## src/rtl/aes_arb.sv

```systemverilog
// Two-requester round-robin front end for a shared, non-stalling pipelined aes_128 core.
// Results return in acceptance order through a response FIFO; a credit count caps outstanding work at DEPTH.
module aes_arb #(
    parameter int LAT   = 21,
    parameter int DEPTH = 4
) (
    input  logic         clk,
    input  logic         rst,
    input  logic         req0_valid,
    input  logic [127:0] req0_data,
    output logic         req0_ready,
    input  logic         req1_valid,
    input  logic [127:0] req1_data,
    output logic         req1_ready,
    output logic [127:0] core_in,
    input  logic [127:0] core_out,
    output logic         rsp_valid,
    input  logic         rsp_ready,
    output logic         rsp_id,
    output logic [127:0] rsp_data,
    output logic         busy
);
    localparam int CW = $clog2(DEPTH + 1);
    localparam int PW = (DEPTH > 1) ? $clog2(DEPTH) : 1;

    typedef struct packed {
        logic         id;
        logic [127:0] data;
    } rsp_t;

    logic           last_grant, gnt, credit, acc0, acc1, accept, pop, wr;
    logic [CW-1:0]  count, fifo_cnt;
    logic [PW-1:0]  wr_ptr, rd_ptr;
    logic [LAT-1:0] vld_pipe, id_pipe;
    rsp_t           mem [DEPTH];
    rsp_t           head, hold;

    // A lone requester always wins; on contention (or idle) favour the one not granted last.
    always_comb begin
        gnt = ~last_grant;
        if (req0_valid != req1_valid) gnt = req1_valid;
    end

    // Credit comes from the registered count, so a pop frees a slot only from the next cycle.
    assign credit     = !rst && (count < CW'(DEPTH));
    assign req0_ready = credit && !gnt;
    assign req1_ready = credit && gnt;
    assign acc0       = req0_valid && req0_ready;
    assign acc1       = req1_valid && req1_ready;
    assign accept     = acc0 || acc1;
    assign core_in    = acc0 ? req0_data : (acc1 ? req1_data : 128'h0);

    always_ff @(posedge clk or posedge rst) begin
        if (rst) begin
            last_grant <= 1'b1;
            count      <= '0;
        end else begin
            if (accept) last_grant <= acc1;
            if (accept && !pop)      count <= count + CW'(1);
            else if (pop && !accept) count <= count - CW'(1);
        end
    end

    // Tag pipeline mirrors the core latency; core contents themselves are never reset.
    always_ff @(posedge clk or posedge rst) begin
        if (rst) begin
            vld_pipe <= '0;
            id_pipe  <= '0;
        end else begin
            vld_pipe[0] <= accept;
            id_pipe[0]  <= acc1;
            for (int i = 1; i < LAT; i++) begin
                vld_pipe[i] <= vld_pipe[i-1];
                id_pipe[i]  <= id_pipe[i-1];
            end
        end
    end

    assign wr        = vld_pipe[LAT-1];
    assign rsp_valid = (fifo_cnt != '0);
    assign pop       = rsp_valid && rsp_ready;
    assign head      = mem[rd_ptr];

    function automatic logic [PW-1:0] nxt(input logic [PW-1:0] p);
        return (p == PW'(DEPTH - 1)) ? '0 : p + PW'(1);
    endfunction

    always_ff @(posedge clk) begin
        if (wr) mem[wr_ptr] <= {id_pipe[LAT-1], core_out};
    end

    // hold keeps the last presented response so the outputs stay stable while empty.
    always_ff @(posedge clk or posedge rst) begin
        if (rst) begin
            wr_ptr   <= '0;
            rd_ptr   <= '0;
            fifo_cnt <= '0;
            hold     <= '0;
        end else begin
            if (wr) wr_ptr <= nxt(wr_ptr);
            if (pop) begin
                rd_ptr <= nxt(rd_ptr);
                hold   <= head;
            end
            if (wr && !pop)      fifo_cnt <= fifo_cnt + CW'(1);
            else if (pop && !wr) fifo_cnt <= fifo_cnt - CW'(1);
        end
    end

    assign rsp_id   = rsp_valid ? head.id   : hold.id;
    assign rsp_data = rsp_valid ? head.data : hold.data;
    assign busy     = (count != '0);
endmodule

```

## config.mk

```make
export PLATFORM = sky130hd
export DESIGN_NAME = aes_arb
export DESIGN_NICKNAME = d
export VERILOG_FILES = /design/src/rtl/aes_arb.sv
export SDC_FILE = /design/constraint.sdc
export NUM_CORES = 1
export LEC_CHECK = 0
export ABC_CLOCK_PERIOD_IN_PS = 15500
export CAP_MARGIN = 20
export CORE_UTILIZATION = 45
export CTS_CLUSTER_DIAMETER = 120
export CTS_CLUSTER_SIZE = 30
export DETAILED_ROUTE_END_ITERATION = 7
export PLACE_DENSITY = 0.73
export SYNTH_ARGS = -nofsm -noshare
export SYNTH_HDL_FRONTEND = slang
export SYNTH_SLANG_ARGS = --single-unit
```

## constraint.sdc

```tcl
create_clock -name clk -period 15.5 [get_ports clk]
set_input_delay 1.55 -clock clk [delete_from_list [all_inputs] [get_ports clk]]
set_output_delay 1.55 -clock clk [all_outputs]
set_load 0.01 [all_outputs]
```

# --- Yosys cells after proc, flatten, opt, wreduce, memory -nomap -nowiden ---
# Memories as Yosys holds them, arrays and structs flattened.
# Index checks and enable logic that the tools add are counted.
word_totals:
  register_bits: 182
  mem_bits_rw: 516
  input_bits: 389
  output_inout_bits: 261
  mem_count: 1
mem_list:
  columns: ["name", "depth", "word_bits", "read_ports", "rd_clocked_by_memory_dff", "write_ports", "line_no", "rtl"]
  rows:
  - ["mem", 4, 129, 1, 0, 1, "35", "rsp_t mem [DEPTH];"]
classes:
  n_addsub: 6
  order_cmp: 1
  eq_ne: 3
  n_mux: 13
  bitwise: 1
  n_reduce_logical: 20
op_table:
  columns: ["operator", "n"]
  rows:
  - ["$mux 128", 3]
  - ["$mux 3", 4]
  - ["$logic_and 1x1->1", 10]
  - ["$add 3x1->3 const B", 2]
  - ["$reduce_bool 3->1", 2]
  - ["$sub 3x1->3 const B", 2]
  - ["$logic_not 1->1", 5]
  - ["$add 2x1->2 const B", 2]
  - ["$eq 2x2->1 const B", 2]
  - ["$mux 1", 4]
  - ["$mux 2", 2]
  - ["$reduce_bool 2->1", 2]
  - ["$lt 3x3->1 const B", 1]
  - ["$logic_or 1x1->1", 1]
  - ["$ne 1x1->1", 1]
  - ["$not 1->1", 1]

# --- Logic depth before layout (Yosys ltp) ---
# Gate-level depths: netlist (run 1).
logic_depth:
  word_depth: 10
  mapped_depth: 11
  ltp_nobuf: 9

# --- Worst setup path before layout (run 1) ---
# Ideal clock, no wire load.
synth_path:
  kind: "in2out"
  startpoint: "input rst"
  endpoint: "output core_in[100]"
  arrival_ns: 2.560
  setup_slack_ns: 11.390
  cell_stages: 6
  path_cell_list: "nor2_1 -> and3_1 -> clkbuf_1 -> clkbuf_1 -> buf_2 -> a22o_1"
synth_between:
  elab_chain_len: 6
synth_rtl:
  columns: ["element", "line_no", "rtl"]
  rows:
  - ["from (decl)", "8", "input logic rst,"]
  - ["$logic_not 1->1 (no line) (*)", null, null]
  - ["$logic_and 1x1->1 (*)", "45", "assign credit = !rst && (count < CW'(DEPTH));"]
  - ["$logic_and 1x1->1", "47", "assign req1_ready = credit && gnt;"]
  - ["$logic_and 1x1->1", "49", "assign acc1 = req1_valid && req1_ready;"]
  - ["$mux 128", "51", "assign core_in = acc0 ? req0_data : (acc1 ? req1_data : 128'h0);"]
  - ["$mux 128 (*)", "51", null]
  - ["to (decl)", "15", "output logic [127:0] core_in,"]
# Mark *: on every way between the ends. The rest lies on a longest branch, timed or not.

# --- Worst setup path after layout (run 1) ---
layout_path:
  startpoint: "input rst"
  endpoint: "output core_in[63]"
# Same word-level chain as after synthesis.

==> summary.md, run 1 <==
| Metric | Value |
|---|---|
| Critical path's top delay family | buffers and inverters |
| Number of failing hold endpoints at the final stage | 0 |
| Sequential cell fraction of total power | 0.423 |
| Net switching fraction of the power | 0.309 |
| Die Height | 251 um |
| Number of global-route vias before repair | 16700 |
| Power density over cell area | 167 nW/um^2 |
| Critical path launch point type | input pin |
| Share of post-route cells with drive strength above 1 | 0.228 |
| Cts-stage hold buffer count | 0 |
| Internal power summed over all cells | 0.00416 W |
| Effective utilization at floorplan | 0.459 |
| Biggest cell delay along the critical path | 0.83 ns |
| Maximum clock skew at final layout | 0.0268 ns |
| Avg Inst Size Synth | 20.7 um^2 |
| Final setup TNS | 0 ns |
| Post-synthesis to final-layout area growth | 29.0% |
| Max Clock Freq | 160 MHz |
| Total of flip-flops plus latches after synthesis | 698 |
| Total standard cell area after synthesis | 27900 um^2 |
| Cells along the critical path | clkdlybuf4s50_1 > a2111oi_4 > buf_4 > buf_4 > a22o_1 > clkdlybuf4s50_1 |
| Tightest Hold Check Type | flip-flop to flip-flop |
| Critical path endpoint | core_in[63] |
| Total via count after detailed routing | 16600 |
| Die footprint | 63100 um^2 |
| Required arrival time at the worst endpoint | 13.95 ns |
| Clock latency of the later-clocked register in the worst-skew pair | 0.61 ns |
| Post-synthesis net count | 1749 |
| Post-CTS clock slew at the launch and capture registers of the worst setup and hold paths | 0.11 ns |
| Wire length of the first global-routing pass | 136000 um |
| Detail Placement HPWL | 75400 um |
| Total clock buffers created by CTS | 27 |
| Num Clock Sinks | 698 |
| Total number of cells along the worst setup path | 6 |
| Standard-cell rows | 90 |
| Port buffer count | 649 |
| Final Core Density | 0.592 |
| Number of ports placed on the die boundary | 650 |
| Arrival time at the worst endpoint | 4.68 ns |
| Post-CTS setup buffer count | 0 |
| Final Setup Violations | 0 |
| Endpoint of the worst-slack reg-to-reg timing path | count[2] |
| Number of buffer and inverter stages on the critical path | 4 |
| ANT nets after route | 0 |
| Clk root buf | clkbuf_16 |
| Worst Setup SP | rst |
| WHS | 0.328 ns |
| Maximum fanout along the worst path | 108 |
| Worst flop-to-flop path startpoint | last_grant |
| Worst Max-Slew Pin Slew | 1.16 ns |
| All-Layer GR Usage | 0.322 |
| Max-slew headroom at the worst pin | 0.228 |
| Remaining design rule violation count | 0 |
| Via count normalized by instance count | 5.87 |
| Maximum VDD drop | 104 uV |
| Power spent charging and discharging nets | 0.00186 W |
| Grt ovf | 0 |
| Number of distinct standard cells referenced by the synthesized netlist | 27 |
| Number of max-slew violations in the final report | 0 |
| Antenna violations before repair | 97 |
| Leakage power total | 12.3 nW |
| Standard cell with the maximum stage delay on the critical path | buf_4 |
| Time the final worst path needs with I/O delays and setup | 6.23 ns |
| Logic pwr share | 0.430 |
| Clock tree from TritonCTS | yes |
| Sequential share of the synthesized area | 0.718 |
| Syn. warnings | 0 |
| First-pass DRT Iterations | 4 |
| Result of the run | finished clean |
| Mapped Cells | 1351 |
| Initial drt markers | 1267 |
| Detailed Route WL | 102000 um |
| Die Span X | 251 um |
| Unrepaired setup endpoints after global routing | no |
| Routability cong. | 1.05 |
| Deepest clock path buffer count | 3 |
| H-tree levels | 1 |
| Layout net count | 2359 |
| Cells on worst reg2reg path | 11 |
| Largest net degree at the start of global routing | 110 |
| Max-cap violations | 0 |
| Share of the clock period used by the worst path after layout | 0.402 |
| Register-to-register setup slack | 11.91 ns |
| Worst Setup End Kind | output port |
| Cells resized by post-CTS repair | 0 |
| Part of the total power dissipated in the clock network | 0.147 |
| Core area | 60800 um^2 |
| Setup CP Type | input pin to output port |
| Detailed-route wire length per cell | 36.0 um |
[power groups by stage]
stage	sequential [W]	combinational [W]	clock (W)
floorplan	0.00254	0.00151	0
global placement	0.00256	0.00257	0
detailed placement	0.00259	0.00260	0
CTS	0.00255	0.00262	0.000902
global route	0.00259	0.00273	0.000956
finish	0.00255	0.00259	0.000885
[cell usage after synthesis (all sizes together)]
master	count	area share
edfxtp	516	0.55
mux2	262	0.11
dfrtp	181	0.16
mux4	129	0.10
a22o	128	0.040
buf	71	0.017
clkbuf	16	0.0022
ha	7	0.0031
inv	7	0.00094
nor2	6	0.00081
and2	5	0.0011
nand2	4	0.00063
xor2	4	0.0013
fa	2	0.0014
o21ai	2	0.00036
or3	2	0.00045
xnor2	2	0.00063
a2111oi	1	0.00099
a21oi	1	0.00018
and3	1	0.00022
dfstp	1	0.00094
nor3	1	0.00018
o21bai	1	0.00027
or2	1	0.00022
[kinds of logic after synthesis]
family | Yosys count | share of synthesized area
muxes | 391 | 0.210
DFF | 698 | 0.718
adders and majority gates | 9 | 0.00457
buffers and inverters | 94 | 0.0203
and+or+nand+nor | 20 | 0.00363
xor gates and xnor gates | 6 | 0.00188
AOI/OAI and AO/OA | 133 | 0.0419
[per-stage QoR]
stage | area, um^2 | power, W | cells | setup slack, ns
detailed placement | 35100 | 0.00519 | 2714 | 9.36
CTS | 35900 | 0.00607 | 2763 | 9.34
finish | 36000 | 0.00602 | 2823 | 9.27
global route | 36000 | 0.00627 | 2807 | 9.19
global placement | 35000 | 0.00513 | 2713 | 9.48
floorplan | 27900 | 0.00404 | 1351 | 9.01
[cell type report]
class	instances	area, um^2
Fill cell	4551	24800
Multi-Input combinational cell	559	7340
Clock inverter	2	38.8
Timing Repair Buffer	668	6660
Clock buffer	47	751
Antenna cell	60	150
Sequential cell	698	20100
Tap cell	782	978
Inverter	7	33.8
[state kept, by name, summed over array words and instances, names as in the netlist, 2 cells and up]
name and flops:
id_pipe 21, mem 516, count 3, fifo_cnt 3, rd_ptr 2, wr_ptr 2
hold 129, vld_pipe 21
[worst min-delay path by stage]
stage / from / endpoint / slack, ns / cells after the start
global route: vld_pipe[10] / vld_pipe[11] / 0.33 / 0
global placement: vld_pipe[16] / vld_pipe[17] / 0.34 / 0
CTS: vld_pipe[3] / vld_pipe[4] / 0.33 / 0
detailed placement: vld_pipe[12] / vld_pipe[13] / 0.33 / 0
floorplan: id_pipe[9] / id_pipe[10] / 0.33 / 0
finish: vld_pipe[10] / vld_pipe[11] / 0.33 / 0
[placed cells by master (no fill, tap or decap)]
| cell | netlist | layout |
|---|---|---|
| o21bai_1 | 1 | 1 |
| nand2_1 | 3 | 3 |
| and3_4 | 0 | 1 |
| clkdlybuf4s50_1 | 0 | 649 |
| or3_4 | 0 | 1 |
| dfrtp_4 | 0 | 2 |
| xnor2_1 | 2 | 2 |
| or3_1 | 2 | 1 |
| mux4_2 | 129 | 129 |
| nor2_1 | 6 | 6 |
| buf_4 | 0 | 18 |
| or2_2 | 1 | 1 |
| edfxtp_1 | 516 | 516 |
| fa_1 | 2 | 2 |
| inv_8 | 0 | 1 |
| dfrtp_1 | 181 | 179 |
| mux2_2 | 262 | 262 |
| a2111oi_4 | 1 | 1 |
| dfstp_2 | 1 | 1 |
| a21oi_1 | 1 | 1 |
| clkbuf_16 | 0 | 27 |
| a22o_1 | 128 | 128 |
| and2_1 | 5 | 1 |
| and2_4 | 0 | 4 |
| clkbuf_1 | 16 | 20 |
| nand2_8 | 0 | 1 |
| buf_16 | 0 | 1 |
| xor2_1 | 4 | 4 |
| ha_1 | 7 | 7 |
| o21ai_0 | 2 | 2 |
| inv_1 | 7 | 6 |
| nor3_1 | 1 | 1 |
| diode_2 | 0 | 60 |
| clkinv_16 | 0 | 1 |
| inv_6 | 0 | 1 |
[metal layers]
metal	wire length, um	track usage	vias to the layer above	part of all wire
met1	34800	0.359	8732	0.34
met2	51000	0.531	792	0.50
li1	-	-	6779	-
met5	185	0	-	0.0018
met3	7960	0.0871	239	0.078
met4	7780	0.241	26	0.076
Power figures use the tool's default switching activity.
==> inputs of run 2 (changes only) <==
ABC_CLOCK_PERIOD_IN_PS = 5200   (was 15500)
PLACE_DENSITY = 0.76   (was 0.73)
clock period = 5.2 ns   (was 15.5 ns; I/O delays follow)
==> run 2 against run 1 <==
Compared with the run above:
- combinational power rose to 3.0 times the previous value
- sequential power rose to 3.0 times the previous value
- core utilization increased by 0.084 points
- cell count is 0.96% lower
- sequential share of layout area shrank 0.079 points
- clock skew decreased by 0.0032 ns
- hold slack improved by 0.028 ns
- via count is 2.0% lower
- cell area up 0.14%
- wire length decreased by 3.6%
- flip-flop and latch count unchanged
- highest routed layer unchanged
==> summary.md, run 2 (synthesis results as in run 1) <==
| Metric | Value |
|---|---|
| Result of the run | finished clean |
| Wire length of the first global-routing pass | 133000 um (-2.2%) |
| Number of global-route vias before repair | 16700 (+0.15%) |
| Deepest clock path buffer count | 3 (unchanged) |
| Remaining design rule violation count | 0 (unchanged) |
| Tightest Hold Check Type | flip-flop to flip-flop |
| Most common library cell in the layout ignoring fill and taps | clkdlybuf4s50_1 |
| Setup CP Type | flip-flop to output port |
| H-tree levels | 1 (unchanged) |
| Standard cell with the maximum stage delay on the critical path | dfrtp_4 |
| Number of max-slew violations in the final report | 0 (unchanged) |
| Max-slew headroom at the worst pin | 0.318 (+0.0905) |
| Share of the clock period used by the worst path after layout | 0.759 |
| Max-cap violations | 0 (unchanged) |
| Largest Register | mem |
| Power density over cell area | 500 nW/um^2 (+200%) |
| Leakage power total | 12.4 nW (+0.31%) |
| Biggest registers after layout | mem x516, hold x129 |
| Routability cong. | 0.956 (-9.0%) |
| Antenna violations before repair | 62 (-36%) |
| Required arrival time at the worst endpoint | 4.68 ns (-9.27 ns) |
| Layout net count | 2361 (+0.085%) |
| Initial drt markers | 1381 (+9.0%) |
| Final std cell area, no fill | 36100 um^2 (+0.14%) |
| Filler Cell Count | 4491 (-1.3%) |
| Post-synthesis to final-layout area growth | 29.1% |
| Detail Placement HPWL | 72300 um (-4.2%) |
| Clk root buf | clkbuf_16 |
| Critical path launch point type | flip-flop |
| Biggest cell delay along the critical path | 0.97 ns (+0.14 ns) |
| Clock tree from TritonCTS | yes |
| Num Clock Sinks | 698 (unchanged) |
| Die Height | 251 um (unchanged) |
| Endpoint of the worst-slack reg-to-reg timing path | count[2] |
| Grt ovf | 0 (unchanged) |
| Flip-flop count of the largest register, all copies and words added | 516 (unchanged) |
| Unrepaired setup endpoints after global routing | no |
| Time the final worst path needs with I/O delays and setup | 3.95 ns |
| Worst Setup SP | rd_ptr[0] |
| Post-layout worst setup margin | 1.25 ns (-8.01 ns) |
| Post-CTS clock slew at the launch and capture registers of the worst setup and hold paths | 0.12 ns (about the same) |
| Pre-CTS setup slack | 1.53 ns (-7.84 ns) |
| Standard-cell rows | 90 (unchanged) |
| Detailed-route wire length per cell | 35.1 um (-2.6%) |
| Core area | 60800 um^2 (unchanged) |
| Total via count after detailed routing | 16200 (-2.0%) |
| Critical path endpoint | rsp_data[59] |
| Worst Setup End Kind | output port |
| Worst flop-to-flop path startpoint | fifo_cnt[1] |
| Detailed Route WL | 98100 um (-3.6%) |
| Max Clock Freq | 253 MHz |
| Cells on worst reg2reg path | 8 (-3) |
| Number of ports placed on the die boundary | 650 (unchanged) |
| Register-to-register setup slack | 2.20 ns (-9.71 ns) |
| Final setup TNS | 0 ns (unchanged) |
| ANT nets after route | 0 (unchanged) |
| Maximum fanout along the worst path | 38 (-65%) |
| Clock latency of the later-clocked register in the worst-skew pair | 0.59 ns (-0.02 ns) |
| Via count normalized by instance count | 5.81 (-1.0%) |
| First-pass DRT Iterations | 5 (+1) |
| Number of failing hold endpoints at the final stage | 0 (unchanged) |
| Area after detailed placement | 35200 um^2 (+0.37%) |
| Arrival time at the worst endpoint | 3.43 ns (-1.25 ns) |
| Cells resized by post-CTS repair | 0 (unchanged) |
| Die footprint | 63100 um^2 (unchanged) |
| Final Setup Violations | 0 (unchanged) |
| Port buffer count | 649 (unchanged) |
| Die Span X | 251 um (unchanged) |
| Post-CTS setup buffer count | 0 (unchanged) |
| Top library cells by usage in the layout, fill and taps aside | clkdlybuf4s50_1, edfxtp_1, mux2_2 |
| Cts-stage hold buffer count | 0 (unchanged) |
| All-Layer GR Usage | 0.310 (-0.0115) |
| Maximum VDD drop | 477 uV (+360%) |
| Largest net degree at the start of global routing | 131 (+19%) |
| Cells along the critical path | buf_4 > mux4_2 > mux2_2 > clkdlybuf4s50_1 |
| Share of post-route cells with drive strength above 1 | 0.228 (+0.000274) |
| Worst Max-Slew Pin Slew | 1.02 ns (-0.136 ns) |
| Total clock buffers created by CTS | 27 (unchanged) |
| Maximum clock skew at final layout | 0.0236 ns (-0.00323 ns) |
| Effective utilization at floorplan | 0.459 (unchanged) |
## run 2: worst min path at each step
stage / from / endpoint / slack (ns) / cells after the start
5_1_grt: id_pipe[5] / id_pipe[6] / 0.36 / 0
3_5_place_dp: id_pipe[10] / id_pipe[11] / 0.33 / 0
4_1_cts: id_pipe[10] / id_pipe[11] / 0.36 / 0
2_1_floorplan: id_pipe[9] / id_pipe[10] / 0.33 / 0
6_report: id_pipe[17] / id_pipe[18] / 0.36 / 0
3_3_place_gp: id_pipe[9] / id_pipe[10] / 0.33 / 0
## run 2: final cells by class
cell class,count,area [um^2],area share
multi-input cells,559,7340,0.204
repair buffers,670,6790,0.188
diodes,31,77.6,0.00215
inverters,7,30.0,0.000833
clock buffers,48,754,0.0209
well taps,782,978,0.0271
clock inverters,1,30.0,0.000833
flip-flops and latches,698,20100,0.556
## run 2: per-stage QoR
stage / power, W / utilization / cells / hold WS [ns]
floorplan: 0.0121 / - / 1351 / 0.331
global placement: 0.0154 / 0.579 / 2715 / 0.333
detailed placement: 0.0156 / 0.579 / 2716 / 0.335
CTS: 0.0182 / 0.592 / 2765 / 0.359
global route: 0.0188 / 0.593 / 2787 / 0.364
finish: 0.0180 / 0.593 / 2796 / 0.356
## run 2: critical path, delay by kind of cell (launching register included)
family / cells / cell delay, ns
buffers and inverters: 2 / 0.99
multiplexers: 2 / 0.86
flip-flops: 1 / 0.97
## run 2: layer usage
layer | vias up | GRT usage | routed length (um)
met2 | 733 | 0.550 | 51900
met4 | 16 | 0.143 | 4480
li1 | 6736 | - | -
met5 | - | 0 | 107
met1 | 8580 | 0.356 | 34300
met3 | 175 | 0.0722 | 7350
## run 2: where the power goes
| part | total (W) | leakage [nW] | switching (W) | internal [W] |
|---|---|---|---|---|
| clock network | 0.00262 | 0.369 | 0.00161 | 0.00101 |
| registers | 0.00768 | 6.87 | 0.000558 | 0.00712 |
| logic | 0.00772 | 5.14 | 0.00341 | 0.00431 |
| total | 0.0180 | 12.4 | 0.00558 | 0.0124 |
